## src/rtl/thread_sched.sv

```systemverilog
// Barrel-thread scheduler feeding the instruction fetch unit.
// Picks one eligible hardware thread per cycle in round-robin order,
// holds each thread's next-fetch word address, and blocks a thread from
// re-issue until the execute stage has written back its resolved next PC.
module thread_sched #(
  parameter int              NTHREADS   = 3,
  parameter int              PC_W       = 29,
  parameter logic [PC_W-1:0] RESET_WORD = 29'h80
) (
  input  logic                clk,
  input  logic                rst,
  input  logic [2:0]          thread_en,
  input  logic [2:0]          stall_req,
  input  logic                wb_valid,
  input  logic [1:0]          wb_thread,
  input  logic [PC_W-1:0]     wb_next_pc,
  output logic [1:0]          thread_id,
  output logic                issue_valid,
  output logic [PC_W-1:0]     new_pc [NTHREADS],
  output logic [2:0]          inflight,
  output logic [15:0]         idle_cnt
);

  logic [1:0]      r_threadId;
  logic            r_issueValid;
  logic [1:0]      r_last;
  logic [2:0]      r_inflight;
  logic [15:0]     r_idleCnt;
  logic [PC_W-1:0] r_pc [NTHREADS];

  logic [2:0]      w_elig;
  logic [1:0]      w_cand [3];
  logic            w_found;
  logic [1:0]      w_sel;
  logic [2:0]      w_setMask;
  logic [2:0]      w_clrMask;

  // Eligibility uses the pre-edge inflight bits, so a thread written back
  // this cycle only becomes eligible on the following cycle.
  assign w_elig = thread_en & ~stall_req & ~r_inflight;

  // Candidate order starting just after the last issued thread, wrapping mod 3.
  always_comb begin
    w_cand[0] = 2'd0;
    w_cand[1] = 2'd1;
    w_cand[2] = 2'd2;
    case (r_last)
      2'd0: begin
        w_cand[0] = 2'd1;
        w_cand[1] = 2'd2;
        w_cand[2] = 2'd0;
      end
      2'd1: begin
        w_cand[0] = 2'd2;
        w_cand[1] = 2'd0;
        w_cand[2] = 2'd1;
      end
      default: begin
        w_cand[0] = 2'd0;
        w_cand[1] = 2'd1;
        w_cand[2] = 2'd2;
      end
    endcase
  end

  // First eligible candidate in round-robin order wins the fetch slot.
  always_comb begin
    w_found = 1'b0;
    w_sel   = r_last;
    for (int i = 0; i < 3; i++) begin
      if (!w_found && w_elig[w_cand[i]]) begin
        w_found = 1'b1;
        w_sel   = w_cand[i];
      end
    end
  end

  // One-hot masks for the inflight set (issue) and clear (writeback).
  // Thread id 3 on the writeback bus is not a real thread and is dropped.
  always_comb begin
    w_setMask = 3'b000;
    w_clrMask = 3'b000;
    if (w_found) begin
      w_setMask = 3'b001 << w_sel;
    end
    if (wb_valid && (wb_thread != 2'd3)) begin
      w_clrMask = 3'b001 << wb_thread;
    end
  end

  // Issue register, round-robin pointer and saturating idle counter.
  always_ff @(posedge clk) begin
    if (rst) begin
      r_threadId   <= 2'd0;
      r_issueValid <= 1'b0;
      r_last       <= 2'd2;
      r_idleCnt    <= 16'd0;
    end else if (w_found) begin
      r_threadId   <= w_sel;
      r_issueValid <= 1'b1;
      r_last       <= w_sel;
    end else begin
      r_issueValid <= 1'b0;
      if (r_idleCnt != 16'hFFFF) begin
        r_idleCnt <= r_idleCnt + 16'd1;
      end
    end
  end

  // Inflight tracking: set on issue, cleared only by writeback.
  always_ff @(posedge clk) begin
    if (rst) begin
      r_inflight <= 3'b000;
    end else begin
      r_inflight <= (r_inflight | w_setMask) & ~w_clrMask;
    end
  end

  // Per-thread next-PC registers, written only by writeback or reset.
  always_ff @(posedge clk) begin
    if (rst) begin
      for (int i = 0; i < NTHREADS; i++) begin
        r_pc[i] <= RESET_WORD;
      end
    end else begin
      for (int i = 0; i < NTHREADS; i++) begin
        if (w_clrMask[i]) begin
          r_pc[i] <= wb_next_pc;
        end
      end
    end
  end

  assign thread_id   = r_threadId;
  assign issue_valid = r_issueValid;
  assign inflight    = r_inflight;
  assign idle_cnt    = r_idleCnt;
  assign new_pc      = r_pc;

endmodule
```

## config.mk

```make
export PLATFORM = sky130hd
export DESIGN_NAME = thread_sched
export DESIGN_NICKNAME = d
export VERILOG_FILES = /design/src/rtl/thread_sched.sv
export SDC_FILE = /design/constraint.sdc
export NUM_CORES = 1
export LEC_CHECK = 0
export ABC_AREA = 1
export BUFFER_PORTS_ARGS = -buffer_cell sky130_fd_sc_hd__buf_4
export CORE_MARGIN = 2
export CORE_UTILIZATION = 50
export CTS_BUF_LIST = sky130_fd_sc_hd__clkbuf_16
export DETAILED_ROUTE_END_ITERATION = 8
export GPL_TIMING_DRIVEN = 0
export PLACE_DENSITY = 0.8
export SKIP_LAST_GASP = 1
export SLEW_MARGIN = 0
export SYNTH_ARGS = -nofsm -noshare
export SYNTH_HDL_FRONTEND = slang
export SYNTH_SLANG_ARGS = --single-unit
```

## constraint.sdc

```tcl
create_clock -name clk -period 2.85 [get_ports clk]
set_input_delay 0 -clock clk [delete_from_list [all_inputs] [get_ports clk]]
set_output_delay 0 -clock clk [all_outputs]
set_load 0.02 [all_outputs]
```

Yosys cells after proc, flatten, opt, wreduce, memory -nomap -nowiden
Index checks and enable logic that the tools add are counted.
{ "word_totals": {"latch_bits": 0, "regBits": 111, "mem_count": 0, "out_inout_bits": 109, "mem_bits_ro": 0, "mem_bits_rw": 0} }
{ "op_classes": {"bitwise": 8, "n_eq_ne": 3, "order_cmp": 3, "div": 0, "add_sub_neg": 1, "n_reduce_logical": 7, "muxes": 16, "n_mul": 0, "shifts": 2} }
{ "ops": {"columns": ["op", "count"], "rows": [
  ["16-bit by 1-bit adder with 16-bit output (second input constant)", 1],
  ["16-bit inequality test (second input constant)", 1],
  ["6-bit case mux with 2 select lines", 1],
  ["3-bit bitwise AND", 3],
  ["2-bit by 3-bit < comparator with 1-bit output (second input constant)", 3],
  ["3-bit NOT", 3],
  ["1-bit two-way mux", 7],
  ["1-bit binary-select mux with 2-bit select", 3],
  ["2-bit two-way mux", 3],
  ["3-bit two-way mux", 2],
  ["1-bit by 2-bit << shifter with 3-bit output (first input constant)", 2],
  ["1-bit logical AND", 3],
  ["3-bit OR", 1],
  ["2-bit by 1-bit == test with 1-bit output (second input constant)", 1],
  ["1-bit logical NOT", 2],
  ["2-bit logical NOT", 1],
  ["2-bit inequality test (second input constant)", 1],
  ["2-bit AND reduction", 1],
  ["1-bit NOT", 1]
]} }

Logic depth before layout (Yosys ltp)
Gate-level depths: netlist of the first run.
{ "logic_depth": {"ltp_word": 16, "ltp_mapped": 13, "depth_no_buf": 12} }

Least setup slack after synthesis of the first run
No wires, ideal clock.
{ "synth_timing": {"kind": "register to register", "startpoint": "register r_idleCnt[1], in the netlist idle_cnt[1]", "endpoint": "register r_idleCnt[1], in the netlist idle_cnt[1]", "synth_period_minus_slack_ns": 1.726, "stages_incl_launch_ff": 12, "setup_ns": 0.116, "slack_ns": 1.124, "arrival_time_ns": 1.610, "path_cell_list": "dfxtp_1 > ha_1 > nand2_1 > inv_1 > nand2_1 > nor3_1 > nand2_1 > nand2_4 > inv_4 > buf_12 > nor2_1 > nor2_1"} }
{ "synth_via": {"elab_chain_len": 2, "word_cells_on_any_way": 3, "cone_classes": "1 x add/sub; 1 x eq/ne; 1 x reduce/logical"} }
{ "synth_rtl": {"columns": ["item", "line_no", "text"], "rows": [
  ["start, declared", "28", "logic [15:0] r_idleCnt;"],
  ["start signal, assigned", "105", "r_idleCnt <= r_idleCnt + 16'd1;"],
  ["parallel branches: the longest is 2 deep, another holds 16-bit by 1-bit adder with 16-bit output", null, null]
]} }
Several ways; the timed one is not identified.
A chain may end at the register's enable or synchronous reset.

Worst setup path in the final report of the first run
{ "layout_timing": {"startpoint": "register r_idleCnt[0], in the netlist idle_cnt[0]", "endpoint": "register r_idleCnt[13], in the netlist idle_cnt[13]"} }
The elaborated chain is that of the path after synthesis.

==> summary.txt, run 1 <==
Placed design
  • IO buf count: 147
  • RD Place Congestion: 0.833
  • Pre-CTS setup slack: 1.02 ns
  • HPWL after DPL: between 9 and 10 mm

Clocking
  • Clock Path Buffers: 2
  • H-tree Lvls: 3
  • CTS sink count: 110
  • Post-CTS Setup Bufs: 0
  • Clock Latency Late Sink: roughly 0.35 ns
  • Register clock-pin slew on the reported worst setup and hold paths: roughly 0.070 ns
  • Root buf cell: clkbuf_16
  • CTS Buf Count: 9
  • CTS tree: yes

Timing
  • Slew Limit Headroom: a little over half
  • RSZ-0062 raised after global routing: no
  • Final hold slack: around 0.019 ns
  • Final worst slack: 0.994 ns
  • Final setup viols: 0
  • Fin crit share: 65.1%
  • Tmin final: 1.86 ns
  • Max-slew violation count: 0
  • Worst Tran Pin Value: 0.680 ns
  • Peak Freq: 0.539 GHz
  • Clk_skew: about 0.0048 ns
  • Final hold vios: 0
  • TNS Setup: 0 ns

Power and ir drop
  • Total power: roughly 3.8 mW
  • Power share of the clock group: between 30 and 40%
  • Sequential share of power: 45.0%
  • Combinational share of power: 21.1%
  • Maximum vdd drop: 0.330 mV
  • Sw Ratio: between 20% and 30%
  • Power density over the cells: 603 nW/um^2
  • Switching power total: roughly 1.1 mW
  • Leakage: 2.86 nW
  • Pint: approximately 2.6 mW

Route
  • Post-DRT Antenna Nets: 0
  • Drt pass-1 iters: 5
  • Vias: 4,639
  • WL final: approximately 13 mm
  • 1st-iter DRT viols: 207
  • Routed WL per cell: approximately 15 um
  • Vias per cell: roughly 5.2
  • Number of remaining DRC errors: 0

Layout
  • Area Growth Syn to Fin: 41.5%
  • Antenna cells: 0
  • Share of post-route cells with drive strength above 1: 25.0%
  • Final Util: 72.5%
  • Nets: 820

Synth
  • Post-Synthesis Cell Area: approximately 4400 um^2
  • Leading post-synthesis cells by cell area: dfxtp_1 (50%), nor2_1 (11%), nand2_1 (9.7%)
  • Yosys cell types: 29
  • Seq cells post-synth: 110
  • Syn nets: 633
  • Synth Instances: 592
  • Synth Area in Adders: 0.283%
  • Main combinational cell family by area after synthesis: simple AND/OR/NAND/NOR gates
  • Seq/Total Area, Yosys: between 40 and 50%
  • Leading area contributor after synthesis: dfxtp_1
  • Avg Inst Size Synth: 7.47 um^2
  • Post-synthesis compound-gate area fraction: 12.9%
  • Top post-synthesis cells by count: nor2_1 (129), nand2_1 (114), dfxtp_1 (110)
  • Mux cell area share after synthesis: 0%
  • Async SR Flop Fraction: 0%
  • Main flop type after synthesis: dfxtp_1
  • Most frequent cell after synthesis: nor2_1
  • Post-Synth XOR/XNOR Area: 2.18%
  • Synth warn: 0
  • Number of flops mapped to enable cells by yosys: 0
  • Fraction of the mapped netlist area in simple logic gates: between 20% and 30%
  • Post-synth top area share: 49.8%

Outcome
  • Outcome: finished clean

Worst setup path
  • Worst Setup End Kind: flip-flop
  • Crit Path Class: flip-flop to flip-flop
  • Worst EP arrival: between 2 and 2.5 ns
  • Worst R2R Path Depth: 11
  • CP required: 3.06 ns
  • CP startpoint kind: flip-flop
  • CP max FO: 10

Global route
  • Vias in the first global route: 4,466
  • GRT overflow: 0
  • Antenna violations before repair: 0
  • GRT Util Overall: a little over a quarter
  • Largest net degree at the start of global routing: 20
  • First-pass GRT wire length: 21.2 mm

Floorplan
  • Die Width: roughly 98 um
  • Core area: 8640 um^2
  • I/O pin total: 149
  • FP Rows: 34
  • Die area: 9610 um^2
  • Initial core utilization: about half
  • Die Height: 98.1 um

Job
  • Max Cap Viol: 0

Worst hold path
  • Worst hold path cell count: 2
  • Hold WC Path Type: primary input to flip-flop
[cell type report]
type | instances | area, um^2
buffer | 33 | 151
clock buffer | 9 | 225
clock inverter | 7 | 80.1
fill | 686 | 2380
inverter | 33 | 126
multi-input combinational | 416 | 1940
sequential | 110 | 2200
tap | 108 | 135
timing repair buffer | 176 | 1390
[path summary, 6_finish.rpt]
check                  to  slack, ns        start
max          idle_cnt[13]       0.99  idle_cnt[0]
min          idle_cnt[15]       0.02          rst
max reg2reg  idle_cnt[13]       0.99  idle_cnt[0]
min reg2reg    new_pc[25]       0.47   new_pc[25]
[what timing repair did]
item                                   in CTS  in global routing
resized for setup                           0                  0
endpoints found under the hold margin      87                  0
hold buffers                               29                  0
[routing by layer]
metal	vias up	share of wire [%]	global-route usage, %	routed length [um]
li1	2262	-	-	-
met1	2182	41	32.1	5380
met2	170	49	47.2	6410
met3	25	7.9	7.73	1030
met4	0	1.8	7.59	236
met5	-	0	0	0
[kinds of logic (layout without fill, tap and decap cells)]
family | Yosys count | after routing
and+or+nand+nor | 297 | 297
xor gates and xnor gates | 11 | 11
buffers and inverters | 66 | 258
AOI/OAI and AO/OA | 107 | 107
adders and majority gates | 1 | 1
DFF | 110 | 110
[flip-flops by register name, summed over array words and instances (netlist names)]
signal / flops
r_last: 1
idle_cnt: 16
inflight: 3
new_pc: 87
thread_id: 2
issue_valid: 1
[critical path, cell delays in order (launching register included)]
cell and delay, ns:
dfxtp_1 0.42, ha_1 0.26, nand2_1 0.12, inv_1 0.07
nand2_1 0.09, nor3_1 0.16, nand2_1 0.12, nand2_4 0.16
inv_4 0.07, buf_12 0.15, nand2_2 0.06, a21oi_2 0.05
[cell usage in the layout, fill, tap and decap left out, types with 2 or more instances in the layout]
cell type and n:
nand2_4 2, clkbuf_16 9, nor3_1 6, nor2_1 129, dfxtp_1 110, a21oi_1 36, o21ai_1 2, nand2_2 12
buf_4 148, nor4_1 4, o21ai_0 59, inv_1 32, inv_6 2, nand4_1 4, nand3_1 19, nand2_1 114
xnor2_1 2, a21oi_2 9, clkbuf_1 30, xor2_1 9, dlygate4sd3_1 29, nor2_2 2
[power by group through the flow]
| stage | clock (mW) | combinational, mW | sequential, mW |
|---|---|---|---|
| final | 1.28 | 0.796 | 1.70 |
| after global routing | 1.35 | 0.867 | 1.71 |
| after CTS | 1.30 | 0.796 | 1.69 |
| after detailed placement | 0 | 0.761 | 1.73 |
| after global placement | 0 | 0.745 | 1.73 |
| after floorplan | 0 | 0.370 | 1.82 |
[per-stage QoR]
step / area, um^2 / instances
floorplan: 4420 / 592
finish: 6260 / 892
CTS: 6260 / 892
global route: 6260 / 892
detailed placement: 5660 / 847
global placement: 5660 / 847
No activity file was read; power rests on OpenSTA's default activity.
==> run 2, diff against run 1 <==
==> constraint.sdc (replaced) <==
create_clock -name clk -period 1.8 [get_ports clk]
set_input_delay 0 -clock clk [delete_from_list [all_inputs] [get_ports clk]]
set_output_delay 0 -clock clk [all_outputs]
set_load 0.02 [all_outputs]
==> summary.txt, run 2 (same netlist as run 1, synthesis figures left out) <==
Outcome
  • Outcome: finished clean

Worst hold path
  • Hold WC Path Type: primary input to flip-flop

Route
  • Post-DRT Antenna Nets: 0 (unchanged)
  • WL final: 13.1 mm (+0.39%)
  • Vias per cell: 5.20 (about the same)
  • 1st-iter DRT viols: 215 (+3.9%)
  • Number of remaining DRC errors: 0 (unchanged)
  • Drt pass-1 iters: 5 (unchanged)
  • Routed WL per cell: 14.6 um (about the same)
  • Vias: 4,656 (+0.37%)

Floorplan
  • Die Width: 98.1 um (unchanged)
  • Initial core utilization: 51.2% (unchanged)
  • Die Height: 98.1 um (unchanged)
  • Die area: 9610 um^2 (unchanged)
  • FP Rows: 34 (unchanged)
  • Core area: 8640 um^2 (unchanged)
  • I/O pin total: 149 (unchanged)

Layout
  • Max reg flops: 87 (unchanged)
  • Area Growth Syn to Fin: 43.0%
  • Nets: 823 (+0.37%)
  • Most frequent cells in the layout: buf_4 (151), nor2_1 (129), nand2_1 (113)
  • Commonest non-fill, non-tap cell in the layout: buf_4
  • Share of post-route cells with drive strength above 1: 26.4% (+1.4 points)
  • Antenna cells: 0 (unchanged)

Timing
  • Clk_skew: 0.00640 ns (+0.00157 ns)
  • Final hold slack: 0.0213 ns (+0.00214 ns)
  • Peak Freq: 0.599 GHz (+11%)
  • Fin crit share: 92.8% (+28 points)
  • Max-slew violation count: 0 (unchanged)
  • Final worst slack: 0.130 ns (-0.864 ns)
  • Tmin final: 1.67 ns (-0.186 ns)
  • Final setup viols: 0 (unchanged)
  • Final hold vios: 0 (unchanged)
  • RSZ-0062 raised after global routing: no
  • Worst Tran Pin Value: 0.668 ns (-0.0120 ns)
  • Slew Limit Headroom: 55.5% (+0.80 points)

Global route
  • First-pass GRT wire length: 21.2 mm (about the same)
  • Largest net degree at the start of global routing: 20 (unchanged)
  • Vias in the first global route: 4,465 (-0.022%)
  • GRT overflow: 0 (unchanged)
  • Antenna violations before repair: 0 (unchanged)
  • GRT Util Overall: 26.9% (about the same)

Power and ir drop
  • Combinational share of power: 21.8% (+0.7 points)
  • Pint: 4.23 mW (+60%)
  • Leakage: 2.87 nW (+0.54%)
  • Power density over the cells: 955 nW/um^2 (+58%)
  • Maximum vdd drop: 0.525 mV (+59%)
  • Sw Ratio: 30.0% (about the same)
  • Power share of the clock group: 33.5% (-0.4 points)
  • Sequential share of power: 44.7% (-0.3 points)
  • Switching power total: 1.81 mW (+60%)

Clocking
  • CTS Buf Count: 9 (unchanged)
  • H-tree Lvls: 3 (unchanged)
  • CTS sink count: 110 (unchanged)
  • Root buf cell: clkbuf_16
  • Register clock-pin slew on the reported worst setup and hold paths: 0.07 ns (about the same)
  • Clock Path Buffers: 2 (unchanged)
  • CTS tree: yes
  • Clock Latency Late Sink: 0.35 ns (about the same)

Placed design
  • RD Place Congestion: 0.833 (unchanged)
  • Pre-CTS setup slack: -0.0333 ns (-1.05 ns)
  • IO buf count: 147 (unchanged)
  • HPWL after DPL: 9.22 mm (unchanged)

Job
  • Max Cap Viol: 0 (unchanged)

Worst setup path
  • CP max FO: 10 (unchanged)
  • Worst Setup End Kind: flip-flop
  • Crit Path Class: flip-flop to flip-flop
  • CP startpoint kind: flip-flop
  • Worst EP arrival: 1.91 ns (-0.16 ns)
  • CP required: 2.04 ns (-1.02 ns)
==> run 2: path summary, 6_finish.rpt <==
kind               startpoint           end  slack (ns)  cells after the start
hold reg to reg    new_pc[25]    new_pc[25]        0.47                      2
setup reg to reg  inflight[2]   idle_cnt[3]        0.13                     12
hold / removal            rst  idle_cnt[15]        0.02                      2
setup / recovery  inflight[2]   idle_cnt[3]        0.13                     12
==> run 2: cell type report <==
cell class,instances,area (um^2)
Multi-Input combinational cell,416,1980
Tap cell,108,135
Inverter,33,126
Buffer,33,151
Timing Repair Buffer,179,1420
Clock inverter,7,80.1
Sequential cell,110,2210
Fill cell,679,2310
Clock buffer,9,225
==> run 2: per-stage QoR <==
stage	util [%]	cell area [um^2]	power, mW	TNS, ns	std cells
final	73.2	6320	6.04	0	895
after CTS	72.6	6270	6.00	0	892
after global placement	65.6	5660	3.91	0	847
after detailed placement	65.6	5660	3.94	-0.286	847
after floorplan	-	4420	3.47	0	592
after global routing	73.2	6320	6.29	0	895
==> run 2: critical path, cell delays in order, from the launching register on <==
cell and delay, ns:
dfxtp_1 0.34, inv_1 0.06, nand3_2 0.10, inv_1 0.07
nand2_2 0.08, nand2_2 0.06, nor2_4 0.15, nand2_4 0.08
nor2_8 0.13, nand2_4 0.11, buf_6 0.16, nor3_2 0.16
nor2_1 0.07
==> run 2: what timing repair did <==
action,CTS,global route
resized for setup,4,7
pin swaps,0,2
hold endpoints to repair,87,0
setup buffers,0,3
hold buffers,29,0
setup endpoints to repair,12,15
==> run 2: power groups by stage <==
stage / sequential (mW) / combinational (mW) / clock (mW)
5_1_grt: 2.72 / 1.43 / 2.14
6_report: 2.70 / 1.31 / 2.02
4_1_cts: 2.69 / 1.26 / 2.05
3_3_place_gp: 2.74 / 1.18 / 0
2_1_floorplan: 2.89 / 0.585 / 0
3_5_place_dp: 2.74 / 1.21 / 0
==> run 2: per-layer routing <==
layer | wire length, um | global-route usage [%] | vias up
li1 | - | - | 2272
met1 | 5350 | 32.2 | 2186
met2 | 6450 | 47.2 | 172
met3 | 1060 | 7.73 | 26
met4 | 244 | 7.59 | 0
met5 | 0 | 0 | -
